**config.mk**
```make
export PLATFORM = sky130hd
export DESIGN_NAME = knap_search_engine
export DESIGN_NICKNAME = d
export VERILOG_FILES = /design/src/rtl/knap_pkg.sv /design/src/rtl/knap_gray_step.sv /design/src/rtl/knap_search_engine.sv
export SDC_FILE = /design/constraint.sdc
export NUM_CORES = 1
export LEC_CHECK = 0
export CORE_UTILIZATION = 35
export CTS_BUF_LIST = sky130_fd_sc_hd__clkbuf_4
export DETAILED_ROUTE_END_ITERATION = 10
export MAX_ROUTING_LAYER = met4
export SLEW_MARGIN = 0
export SYNTH_ARGS = -nofsm -noshare
export SYNTH_HDL_FRONTEND = slang
export SYNTH_HIERARCHICAL = 1
export SYNTH_SLANG_ARGS = --single-unit
export TNS_END_PERCENT = 30
```
**constraint.sdc**
```tcl
create_clock -name clk -period 19.57 [get_ports clk]
set_input_delay 5.871 -clock clk [delete_from_list [all_inputs] [get_ports clk]]
set_output_delay 5.871 -clock clk [all_outputs]
set_load 0.01 [all_outputs]
```
**src/rtl/knap_pkg.sv**
```systemverilog
// Shared definitions for the knapsack search engine.
//   state_t          - controller states (IDLE/SEARCH/CHECK/DONE)
//   MODE_SEARCH/CHECK - encodings of the mode input
//   clog2            - ceiling log2, used for index widths
//   trailing_zeros   - index of the lowest set bit (0 for a zero input)
//   acc_w_ok         - accumulator width legality for a given item count
package knap_pkg;

    typedef enum logic [1:0] {
        ST_IDLE   = 2'd0,
        ST_SEARCH = 2'd1,
        ST_CHECK  = 2'd2,
        ST_DONE   = 2'd3
    } state_t;

    localparam logic MODE_SEARCH = 1'b0;
    localparam logic MODE_CHECK  = 1'b1;

    function automatic int clog2(input int value);
        int r;
        r = 0;
        for (int i = 0; i < 31; i++) begin
            if ((1 << i) < value) r = i + 1;
        end
        return r;
    endfunction

    // Scan downward so the lowest set bit is the last one written.
    function automatic int trailing_zeros(input logic [31:0] x);
        int r;
        r = 0;
        for (int i = 31; i >= 0; i--) begin
            if (x[i]) r = i;
        end
        return r;
    endfunction

    // Sums of all items must fit without wrapping.
    function automatic bit acc_w_ok(input int acc_w, input int coef_w, input int n_items);
        return (acc_w >= coef_w + clog2(n_items)) && (n_items >= 2) && (n_items <= 16);
    endfunction

endpackage

```
**src/rtl/knap_gray_step.sv**
```systemverilog
// Gray-code step decoder: given the next binary count k+1, reports which
// item toggles between gray(k) and gray(k+1) and whether it turns on.
//   k_next     in  N_ITEMS  binary counter value k+1 (nonzero when used)
//   toggle_idx out IDX_W    item whose mask bit changes
//   toggle_add out 1        1 = bit goes 0->1 (add coefficients), 0 = remove
module knap_gray_step
    import knap_pkg::*;
#(
    parameter int N_ITEMS = 6,
    parameter int IDX_W   = 3
) (
    input  logic [N_ITEMS-1:0] k_next,
    output logic [IDX_W-1:0]   toggle_idx,
    output logic               toggle_add
);

    int tz;

    // gray(k+1)[t] = (k+1)[t] ^ (k+1)[t+1]; with (k+1)[t] = 1 the new bit
    // is set exactly when (k+1)[t+1] is clear. Above the top item it is 0.
    always_comb begin
        tz         = trailing_zeros(32'(k_next));
        toggle_idx = IDX_W'(tz);
        toggle_add = 1'b1;
        for (int i = 0; i < N_ITEMS - 1; i++) begin
            if (tz == i) toggle_add = ~k_next[i+1];
        end
    end

endmodule

```
**src/rtl/knap_search_engine.sv**
```systemverilog
// Knapsack search engine. Exhaustively searches all item subsets in Gray
// order (one per clock) for the best feasible one, or checks a single mask.
//   clk, rst                         clock, async active-high reset
//   cfg_we/cfg_idx/cfg_value/...     coefficient write port (IDLE only)
//   min_value/max_weight/max_volume  limits, latched at start
//   mode, check_mask                 operation select / mask, latched at start
//   start                            launch (IDLE only)
//   busy, done                       status; done is a one-cycle pulse
//   best_valid/best_mask/best_value  result; held until next start
//   feasible_count                   number of feasible subsets seen
//
//   state  | meaning
//   IDLE   | waiting; coefficient writes and start accepted
//   SEARCH | one Gray-ordered subset evaluated per cycle
//   CHECK  | accumulating check_mask items, one per cycle
//   DONE   | done pulse, results stable, back to IDLE
module knap_search_engine
    import knap_pkg::*;
#(
    parameter int N_ITEMS = 6,
    parameter int COEF_W  = 8,
    parameter int ACC_W   = 11,
    localparam int IDX_W  = clog2(N_ITEMS)
) (
    input  logic               clk,
    input  logic               rst,
    input  logic               cfg_we,
    input  logic [IDX_W-1:0]   cfg_idx,
    input  logic [COEF_W-1:0]  cfg_value,
    input  logic [COEF_W-1:0]  cfg_weight,
    input  logic [COEF_W-1:0]  cfg_volume,
    input  logic [ACC_W-1:0]   min_value,
    input  logic [ACC_W-1:0]   max_weight,
    input  logic [ACC_W-1:0]   max_volume,
    input  logic               mode,
    input  logic [N_ITEMS-1:0] check_mask,
    input  logic               start,
    output logic               busy,
    output logic               done,
    output logic               best_valid,
    output logic [N_ITEMS-1:0] best_mask,
    output logic [ACC_W-1:0]   best_value,
    output logic [N_ITEMS:0]   feasible_count
);

    if (!acc_w_ok(ACC_W, COEF_W, N_ITEMS)) begin : g_param_check
        $error("knap_search_engine: N_ITEMS out of range or ACC_W too narrow");
    end

    state_t              state;
    logic [COEF_W-1:0]   coef_val [N_ITEMS];
    logic [COEF_W-1:0]   coef_wgt [N_ITEMS];
    logic [COEF_W-1:0]   coef_vol [N_ITEMS];
    logic [ACC_W-1:0]    lim_min, lim_wgt, lim_vol;
    logic [N_ITEMS-1:0]  chk_mask, k, mask;
    logic [IDX_W-1:0]    chk_idx, toggle_idx;
    logic                toggle_add;
    logic [ACC_W-1:0]    sum_val, sum_wgt, sum_vol, best_wgt;
    logic [ACC_W-1:0]    add_val, add_wgt, add_vol, nxt_val, nxt_wgt, nxt_vol;
    logic [ACC_W-1:0]    tog_val, tog_wgt, tog_vol;
    logic                cur_feas, nxt_feas, cur_better;

    knap_gray_step #(.N_ITEMS(N_ITEMS), .IDX_W(IDX_W)) u_gray_step (
        .k_next     (k + N_ITEMS'(1)),
        .toggle_idx (toggle_idx),
        .toggle_add (toggle_add)
    );

    assign busy = (state == ST_SEARCH) || (state == ST_CHECK);
    assign done = (state == ST_DONE);

    always_comb begin
        add_val = '0;
        add_wgt = '0;
        add_vol = '0;
        if (chk_mask[chk_idx]) begin
            add_val = ACC_W'(coef_val[chk_idx]);
            add_wgt = ACC_W'(coef_wgt[chk_idx]);
            add_vol = ACC_W'(coef_vol[chk_idx]);
        end
        nxt_val = sum_val + add_val;
        nxt_wgt = sum_wgt + add_wgt;
        nxt_vol = sum_vol + add_vol;
        tog_val = ACC_W'(coef_val[toggle_idx]);
        tog_wgt = ACC_W'(coef_wgt[toggle_idx]);
        tog_vol = ACC_W'(coef_vol[toggle_idx]);
        cur_feas   = (sum_val >= lim_min) && (sum_wgt <= lim_wgt) && (sum_vol <= lim_vol);
        nxt_feas   = (nxt_val >= lim_min) && (nxt_wgt <= lim_wgt) && (nxt_vol <= lim_vol);
        // Strictly better only; ties on both value and weight keep the earlier subset.
        cur_better = !best_valid || (sum_val > best_value) ||
                     ((sum_val == best_value) && (sum_wgt < best_wgt));
    end

    always_ff @(posedge clk or posedge rst) begin
        if (rst) begin
            for (int i = 0; i < N_ITEMS; i++) begin
                coef_val[i] <= '0;
                coef_wgt[i] <= '0;
                coef_vol[i] <= '0;
            end
        end else if (cfg_we && (state == ST_IDLE) && (int'(cfg_idx) < N_ITEMS)) begin
            coef_val[cfg_idx] <= cfg_value;
            coef_wgt[cfg_idx] <= cfg_weight;
            coef_vol[cfg_idx] <= cfg_volume;
        end
    end

    always_ff @(posedge clk or posedge rst) begin
        if (rst) begin
            state          <= ST_IDLE;
            lim_min        <= '0;
            lim_wgt        <= '0;
            lim_vol        <= '0;
            chk_mask       <= '0;
            k              <= '0;
            mask           <= '0;
            chk_idx        <= '0;
            sum_val        <= '0;
            sum_wgt        <= '0;
            sum_vol        <= '0;
            best_wgt       <= '0;
            best_valid     <= 1'b0;
            best_mask      <= '0;
            best_value     <= '0;
            feasible_count <= '0;
        end else begin
            case (state)
                ST_IDLE: begin
                    if (start) begin
                        lim_min        <= min_value;
                        lim_wgt        <= max_weight;
                        lim_vol        <= max_volume;
                        chk_mask       <= check_mask;
                        k              <= '0;
                        mask           <= '0;
                        chk_idx        <= '0;
                        sum_val        <= '0;
                        sum_wgt        <= '0;
                        sum_vol        <= '0;
                        best_wgt       <= '0;
                        best_valid     <= 1'b0;
                        best_mask      <= '0;
                        best_value     <= '0;
                        feasible_count <= '0;
                        state          <= (mode == MODE_CHECK) ? ST_CHECK : ST_SEARCH;
                    end
                end
                ST_SEARCH: begin
                    if (cur_feas) begin
                        feasible_count <= feasible_count + (N_ITEMS+1)'(1);
                        if (cur_better) begin
                            best_valid <= 1'b1;
                            best_mask  <= mask;
                            best_value <= sum_val;
                            best_wgt   <= sum_wgt;
                        end
                    end
                    if (k == '1) begin
                        state <= ST_DONE;
                    end else begin
                        k    <= k + N_ITEMS'(1);
                        mask <= mask ^ (N_ITEMS'(1) << toggle_idx);
                        if (toggle_add) begin
                            sum_val <= sum_val + tog_val;
                            sum_wgt <= sum_wgt + tog_wgt;
                            sum_vol <= sum_vol + tog_vol;
                        end else begin
                            sum_val <= sum_val - tog_val;
                            sum_wgt <= sum_wgt - tog_wgt;
                            sum_vol <= sum_vol - tog_vol;
                        end
                    end
                end
                ST_CHECK: begin
                    sum_val <= nxt_val;
                    sum_wgt <= nxt_wgt;
                    sum_vol <= nxt_vol;
                    // Evaluation is folded into the last accumulate cycle.
                    if (chk_idx == IDX_W'(N_ITEMS - 1)) begin
                        best_mask      <= chk_mask;
                        best_value     <= nxt_val;
                        best_valid     <= nxt_feas;
                        feasible_count <= nxt_feas ? (N_ITEMS+1)'(1) : '0;
                        state          <= ST_DONE;
                    end else begin
                        chk_idx <= chk_idx + IDX_W'(1);
                    end
                end
                default: state <= ST_IDLE;
            endcase
        end
    end

endmodule

```
==> metrics.yaml, run 1 <==
status: "finished clean"
finalSetupTns_ns: 0
ir_drop_v: 0.0000912
path_clk_slew_ns: 0.06
drtIter0Drc: 905
yosysTopAreaCellShare_pct: 36.9
drc_errors: 0
num-fill-cells: 5144
cts_made_buffers: 78
p_sw_mw: 1.73
clkPwrFrac_pct: 13.9
die_h_um: 230
netlist_instances: 1799
ys_async_sr_fraction_pct: 100
synth_edf_count: 0
comb_power_share_pct: 60.6
skew_ns: 0.0349
ios: 98
min_path_type: "reg2reg"
rows: 83
die_area_um2: 53000
via_count: 14400
post_cts_resized: 0
grt_pass1_vias: 14600
yosysSeqAreaShare_pct: 36.9
avgSynthCellArea_um2: 10.1
initial_core_util_pct: 35.5
cts_tree: "built"
synth.distinct_cells: 74
synth-seq-cells: 269
drv_cap: 0
nNetsFinal: 2145
fmax_ghz: 0.119
slowest_stage: "clkdlybuf4s50_1"
crit_buf_inv: 2
maxSlewViolCount: 0
fin_crit_sh_pct: 42.9
path_delay_family: "buffers and inverters"
totalWireLength_mm: 51.6
root_buffer: "clkbuf_4"
tightest_slew_ns: 1.23
worstSkewPairLatency_ns: 0.84
synth_area_um2: 18200
port_buffers: 97
worstPathArrival_ns: 2.53
cts_sinks: 269
crit_fanout: 11
timing_worst_setup_path_type: "reg2out"
wl_per_cell_um: 19.4
antenna_found_initial: 2
synth_flop_cell: "dfrtp_1"
die_w_um: 230
sw_frac_of_total_pct: 45.2
gp_congestion: 0.928
power_density_nw_per_um2: 183
grt.total_usage_pct: 20.4
crit_chain: "inv_1 -> ha_1 -> clkdlybuf4s50_1"
grt_max_degree: 121
cts_buffer_depth: 3
synth_most_common_cell: "dfrtp_1"
cts_hold_buffers: 0
cp.required_ns: 13.70
grt_first_pass_wirelength_mm: 81.6
whs_ns: 0.505
power.internal_mw: 2.10
core_area_um2: 51400
dr.pass1.iters: 5
synth_top_cell_by_area: "dfrtp_1"
p_leak_nw: 9.35
yosys_warnings: 6
htree_levels: 3
min_period_ns: 8.40
setup_viol: 0
hold_viol: 0
grt_setup_unrepaired: "false"
area_growth_syn_to_layout_pct: 14.7
vias_per_cell: 5.42
synthTopCellsByArea: "dfrtp_1 37%, mux2_2 12%, ha_1 10%"
grt-ovfl-total: 0
drtAntennaViolNets: 0
critPathLaunchType: "flop"
postCtsSetupBuffers: 0
drive_above_1_share_pct: 19.8
seqPwrFrac_pct: 25.6
maxSlewHeadroom_pct: 17.4
syn_nets: 2028
dp_hpwl_mm: 36.2
netlist_top_cells_count: "269 x dfrtp_1, 189 x mux2_2, 152 x ha_1"
cp-end-kind: "output pin"
cpPeakStageDelay_ns: 0.63
[placed cells by master (no fill, tap or decap), types with 8 or more instances in the layout]
master	count
mux2_2	189
a21oi_1	109
xor2_1	18
clkinv_1	15
mux4_2	29
nand2b_1	29
or3_1	8
nand4_1	16
clkbuf_4	116
a22o_1	19
a211oi_1	8
o21a_1	12
nand3_1	25
a22oi_1	22
dfrtp_1	268
nand2_1	112
xnor2_1	61
o21ai_0	83
a21o_1	21
inv_1	112
nor2b_1	23
buf_4	21
mux2i_1	75
clkdlybuf4s50_1	97
o22ai_1	29
nor2_1	137
ha_1	152
nor3_1	26
[power groups by stage]
| stage | Combinational [mW] | Sequential, mW | Clock [mW] |
|---|---|---|---|
| floorplan | 1.72 | 0.928 | 0 |
| global placement | 2.23 | 0.971 | 0 |
| detailed placement | 2.29 | 0.986 | 0 |
| CTS | 2.30 | 0.976 | 0.550 |
| global route | 2.56 | 1.01 | 0.581 |
| finish | 2.32 | 0.977 | 0.531 |
[worst reg2reg max path: cells and delay by family (launching register included)]
family	cells	cell delay (ns)
AOI/OAI and AO/OA	9	1.93
and+or+nand+nor	5	1.36
buffers and inverters	3	1.25
adders and majority gates	3	0.82
xor gates and xnor gates	2	0.61
DFF	1	0.43
[registers in the layout, summed over array words and instances (netlist names)]
signal / count
k: 6
lim_min: 11
coef_wgt: 48
chk_mask: 6
chk_idx: 3
lim_vol: 11
state: 2
lim_wgt: 11
best_mask: 6
coef_vol: 48
mask: 6
best_valid: 1
sum_wgt: 11
feasible_count: 7
coef_val: 48
sum_val: 11
best_wgt: 11
best_value: 11
sum_vol: 11
[cell families after synthesis]
logic type | synth area share (%)
adders and majority gates | 11.1
AOI/OAI and AO/OA | 14.0
and+or+nand+nor | 10.4
DFF | 36.9
buffers and inverters | 4.34
muxes | 19.4
xor gates and xnor gates | 3.79
[path summary, 6_finish.rpt]
check | cells after the start | to | startpoint | slack (ns)
setup reg to reg | 22 | sum_val[9] | k[0] | 13.05
max in group asynchronous | 3 | chk_idx[0] | rst | 12.35
min in group asynchronous | 2 | coef_vol[6] | rst | 5.58
hold / removal | 1 | lim_vol[6] | lim_vol[6] | 0.50
setup / recovery | 3 | busy | state[0] | 11.17
hold reg to reg | 1 | lim_vol[6] | lim_vol[6] | 0.50
[per-stage QoR]
| stage | cells | cell area, um2 | utilization (%) | total power [mW] | setup slack (ns) |
|---|---|---|---|---|---|
| 2_1_floorplan | 1799 | 18200 | - | 2.65 | 6.29 |
| 3_3_place_gp | 2516 | 19900 | 38.8 | 3.20 | 11.27 |
| 3_5_place_dp | 2516 | 19900 | 38.8 | 3.28 | 11.23 |
| 4_1_cts | 2654 | 20900 | 40.7 | 3.83 | 11.10 |
| 5_1_grt | 2656 | 20900 | 40.7 | 4.15 | 11.05 |
| 6_report | 2660 | 20900 | 40.7 | 3.82 | 11.17 |
[layer usage]
| metal | wire length [um] | track usage (%) |
|---|---|---|
| met1 | 24000 | 27.0 |
| met2 | 23400 | 31.0 |
| met4 | 1180 | 6.50 |
| met5 | 0 | - |
| met3 | 2990 | 4.37 |
[layout make-up]
type | count | area [um2] | area share (%)
clock buffers | 116 | 871 | 4.16
repair buffers | 118 | 1130 | 5.39
well taps | 680 | 851 | 4.07
multi-input cells | 1333 | 10800 | 51.5
inverters | 116 | 443 | 2.12
diodes | 6 | 15.0 | 0.0717
flip-flops and latches | 269 | 6730 | 32.2
clock inverters | 22 | 104 | 0.496
No activity file was read; power rests on OpenSTA's default activity.
==> run 2, diff against run 1 <==
- clock period: 19.57 -> 7.5 ns (I/O delays scaled with it)
==> run 2 against run 1 <==
Against the previous run: global-route usage decreased by 0.37 points; flip-flop and latch count unchanged; via count decreased by 0.45%; largest power group unchanged; critical endpoint is now feasible_count[0]; largest cell class unchanged; critical path depth increased by 19; first-iteration DRC count decreased by 4.0%; cell count decreased by 0.45%.
==> metrics.yaml, run 2 (synthesized netlist as in run 1, its figures left out) <==
status: "finished clean"
min_period_ns: 5.63
cp-end-kind: "flop"
grt.total_usage_pct: 20.0
maxSlewHeadroom_pct: 27.2
timing_worst_setup_path_type: "reg2reg"
slowest_stage: "or4_1"
dp_hpwl_mm: 36.4
maxSlewViolCount: 0
crit_fanout: 28
totalWireLength_mm: 50.8
post_cts_resized: 0
path_clk_slew_ns: 0.06
finalWorstSetupSlack_ns: 1.87
fmax_ghz: 0.178
hold_viol: 0
whs_ns: 0.505
dpl-instance-area_um2: 20000
worstSkewPairLatency_ns: 0.80
grt-ovfl-total: 0
port_buffers: 97
top_regs: "coef_val x48, coef_vol x48, coef_wgt x48"
rows: 83
min_path_type: "reg2reg"
finalSetupTns_ns: 0
power_density_nw_per_um2: 474
wl_per_cell_um: 19.2
drv_cap: 0
cpPeakStageDelay_ns: 0.57
grt_first_pass_wirelength_mm: 80.9
stdcell_area_um2: 20900
cts_sinks: 269
skew_ns: 0.0577
crit_chain: "buf_4 -> inv_1 -> nand2_1 -> buf_4 -> nor2_1 -> a21oi_1 -> nor2_1 -> ha_1 -> inv_1 -> fa_1 -> nor2b_1 -> o21ai_0 -> a21boi_0 -> o21ai_0 -> a21oi_1 -> nand3_1 -> xnor2_1 -> ha_1 -> a2111oi_0 -> a21oi_1 -> or4_1 -> a31oi_1"
area_growth_syn_to_layout_pct: 14.7
grt_setup_unrepaired: "false"
gp_congestion: 0.906
p_leak_nw: 9.34
drtAntennaViolNets: 0
grt_max_degree: 169
drive_above_1_share_pct: 19.6
vias_per_cell: 5.42
worstReg2RegStart: "chk_idx[1]"
cts_hold_buffers: 0
startpoint: "chk_idx[1]"
htree_levels: 3
cts_tree: "built"
via_count: 14400
setup_viol: 0
fin_crit_sh_pct: 75.0
antenna_found_initial: 1
die_h_um: 230
rrSetupSlack_ns: 1.87
crit_top_cell: "a21oi_1"
final_common_cell: "dfrtp_1"
worstPathArrival_ns: 6.33
critPathLaunchType: "flop"
tightest_slew_ns: 1.09
die_w_um: 230
core_area_um2: 51400
dr.pass1.iters: 7
ios: 98
die_area_um2: 53000
crit_path_end: "feasible_count[0]"
cts_buffer_depth: 3
r2r-end: "feasible_count[0]"
mostFrequentLayoutCells: "268 x dfrtp_1, 189 x mux2_2, 152 x ha_1"
place_ws_ns: 1.89
postCtsSetupBuffers: 0
nNetsFinal: 2146
drtIter0Drc: 869
cp.required_ns: 8.20
root_buffer: "clkbuf_4"
final_cells: 2648
cts_made_buffers: 76
ir_drop_v: 0.000188
reg2reg_depth: 22
drc_errors: 0
num-fill-cells: 5092
initial_core_util_pct: 35.5
grt_pass1_vias: 14700
placed_cells: 2519
-- run 2: final cells by class --
| cell class | instances | area [um2] | share of cell area, % |
|---|---|---|---|
| multi-input combinational | 1333 | 10800 | 51.5 |
| sequential | 269 | 6730 | 32.2 |
| timing repair buffer | 121 | 1180 | 5.62 |
| clock buffer | 114 | 856 | 4.09 |
| tap | 680 | 851 | 4.07 |
| inverter | 116 | 439 | 2.10 |
| clock inverter | 14 | 91.3 | 0.436 |
| antenna | 1 | 2.50 | 0.0120 |
-- run 2: metal layers --
| metal | global-route usage (%) | wire (um) | share of wire (%) |
|---|---|---|---|
| met3 | 3.82 | 2600 | 5.1 |
| met2 | 30.8 | 23100 | 46 |
| met5 | - | 0 | 0 |
| met1 | 26.0 | 23600 | 47 |
| met4 | 7.80 | 1460 | 2.9 |
-- run 2: how the worst min path moves through the flow --
stage,from,slack [ns],cells past startpoint,to
final,lim_vol[10],0.51,1,lim_vol[10]
after global routing,lim_vol[5],0.52,1,lim_vol[5]
after CTS,lim_min[7],0.51,1,lim_min[7]
after detailed placement,lim_wgt[5],0.49,1,lim_wgt[5]
after global placement,lim_wgt[8],0.49,1,lim_wgt[8]
after floorplan,lim_min[10],0.48,1,lim_min[10]
-- run 2: critical path, delay by kind of cell, from the launching register on --
family          cells  cell delay (ns)
simple gates        6             1.50
flops               1             0.36
fa+ha+maj           3             0.91
buf+inv             4             0.83
compound gates      8             1.75
xor+xnor            1             0.18
-- run 2: power breakdown --
group | internal (mW) | leakage, nW | switching [mW]
registers | 2.06 | 3.41 | 0.527
logic | 2.70 | 5.37 | 3.28
clock network | 0.722 | 0.562 | 0.635
total | 5.48 | 9.34 | 4.44
-- run 2: through the flow --
stage	power, mW	utilization [%]
final	9.93	40.7
after global routing	10.8	40.7
after CTS	9.98	40.7
after detailed placement	8.56	38.9
after global placement	8.39	38.9
after floorplan	6.91	-
==> run 3, diff against run 2 <==
- clock period: 7.5 -> 5.6 ns (I/O delays scaled with it)
==> run 3 against run 2 <==
Against the previous run: hold slack better by 0.00097 ns; setup slack worse by 1.4 ns; flip-flop and latch count is the same; cell area increased by 1.3%; critical path type unchanged.
==> metrics.yaml, run 3 (synthesized netlist as in run 1, its figures left out) <==
status: "finished clean"
mostFrequentLayoutCells: "268 x dfrtp_1, 189 x mux2_2, 152 x ha_1"
dp_hpwl_mm: 37.7
min_period_ns: 5.14
die_area_um2: 53000
hold_viol: 0
drtIter0Drc: 1025
die_w_um: 230
fin_crit_sh_pct: 91.7
rows: 83
timing_worst_setup_path_type: "reg2reg"
via_count: 14500
grt_first_pass_wirelength_mm: 82.5
area_growth_syn_to_layout_pct: 16.2
min_path_type: "reg2reg"
drive_above_1_share_pct: 20.6
totalWireLength_mm: 51.2
whs_ns: 0.506
p_leak_nw: 9.50
cp.required_ns: 6.25
root_buffer: "clkbuf_4"
drc_errors: 0
fmax_ghz: 0.195
fin_util_pct: 41.2
drtAntennaViolNets: 0
nNetsFinal: 2167
htree_levels: 3
gp_congestion: 0.919
ios: 98
setup_viol: 0
cts_hold_buffers: 0
antenna_found_initial: 3
place_ws_ns: 0.357
maxSlewViolCount: 0
critPathLaunchType: "flop"
ir_drop_v: 0.000237
worstSkewPairLatency_ns: 0.81
finalWorstSetupSlack_ns: 0.463
cp-end-kind: "flop"
grt_setup_unrepaired: "false"
grt-ovfl-total: 0
cts_sinks: 269
slowest_stage: "o41ai_2"
wl_per_cell_um: 19.2
vias_per_cell: 5.41
skew_ns: 0.0588
path_clk_slew_ns: 0.07
core_area_um2: 51400
cts_made_buffers: 77
drv_cap: 0
finalSetupTns_ns: 0
grt_max_degree: 107
grt_pass1_vias: 15100
initial_core_util_pct: 35.5
placed_cells: 2538
die_h_um: 230
grt.total_usage_pct: 20.3
final_common_cell: "dfrtp_1"
top_regs: "coef_val x48, coef_vol x48, coef_wgt x48"
worstPathArrival_ns: 5.79
crit_fanout: 18
port_buffers: 97
cpPeakStageDelay_ns: 0.45
power_mw: 13.5
power_density_nw_per_um2: 635
maxSlewHeadroom_pct: 28.0
crit_chain: "ha_1 -> nand3_1 -> xnor2_1 -> inv_1 -> a21oi_1 -> o31ai_4 -> buf_12 -> buf_4 -> nand2b_1 -> o22ai_1 -> a21oi_1 -> and3_1 -> nand3_1 -> nor3_1 -> nor2_1 -> xor2_1 -> ha_1 -> o41ai_2 -> o21ai_0 -> xor2_1 -> a221o_1 -> o31a_1"
cts_buffer_depth: 3
dr.pass1.iters: 5
stdcell_area_um2: 21200
dpl-instance-area_um2: 20200
final_cells: 2670
cts_tree: "built"
tightest_slew_ns: 1.08
-- run 3: area by class of cell --
cell class	count	area (um2)
diodes	3	7.51
clock buffers	116	871
clock inverters	12	83.8
fillers	5008	30200
inverters	116	439
multi-input cells	1333	10800
flip-flops and latches	269	6730
well taps	680	851
repair buffers	141	1410
-- run 3: path summary, 6_finish.rpt --
kind,to,startpoint,depth (start not counted),slack (ns)
setup / recovery,sum_vol[10],k[0],22,0.46
hold / removal,best_mask[2],best_mask[2],1,0.51
setup reg to reg,sum_vol[10],k[0],22,0.46
hold reg to reg,best_mask[2],best_mask[2],1,0.51
max in group asynchronous,sum_val[5],rst,3,3.52
min in group asynchronous,coef_vol[47],rst,3,1.43
-- run 3: metal layers --
layer	GRT usage, %	vias up	share of wire [%]
li1	-	6832	-
met1	25.9	7128	46
met2	31.5	395	45
met3	4.15	96	5.4
met4	7.97	0	2.9
met5	-	-	0
-- run 3: worst max-delay path: cells and delay by family (launching register included) --
family          cells  cell delay [ns]
fa+ha+maj           2             0.52
flops               1             0.43
buf+inv             3             0.45
simple gates        6             1.15
compound gates      8             1.80
xor+xnor            3             0.62
-- run 3: timing repair --
item                                    in CTS  in global routing
endpoints found under the hold margin        0                  0
buffers inserted                             0                  1
gates resized for setup                      0                  3
endpoints found under the setup margin       0                  4
-- run 3: power by group --
group	total, mW	internal, mW	leakage [nW]	switching [mW]
Sequential	3.43	2.76	3.41	0.675
Combinational	8.17	3.72	5.52	4.45
Clock	1.85	0.981	0.567	0.870
Total	13.5	7.46	9.50	6.00
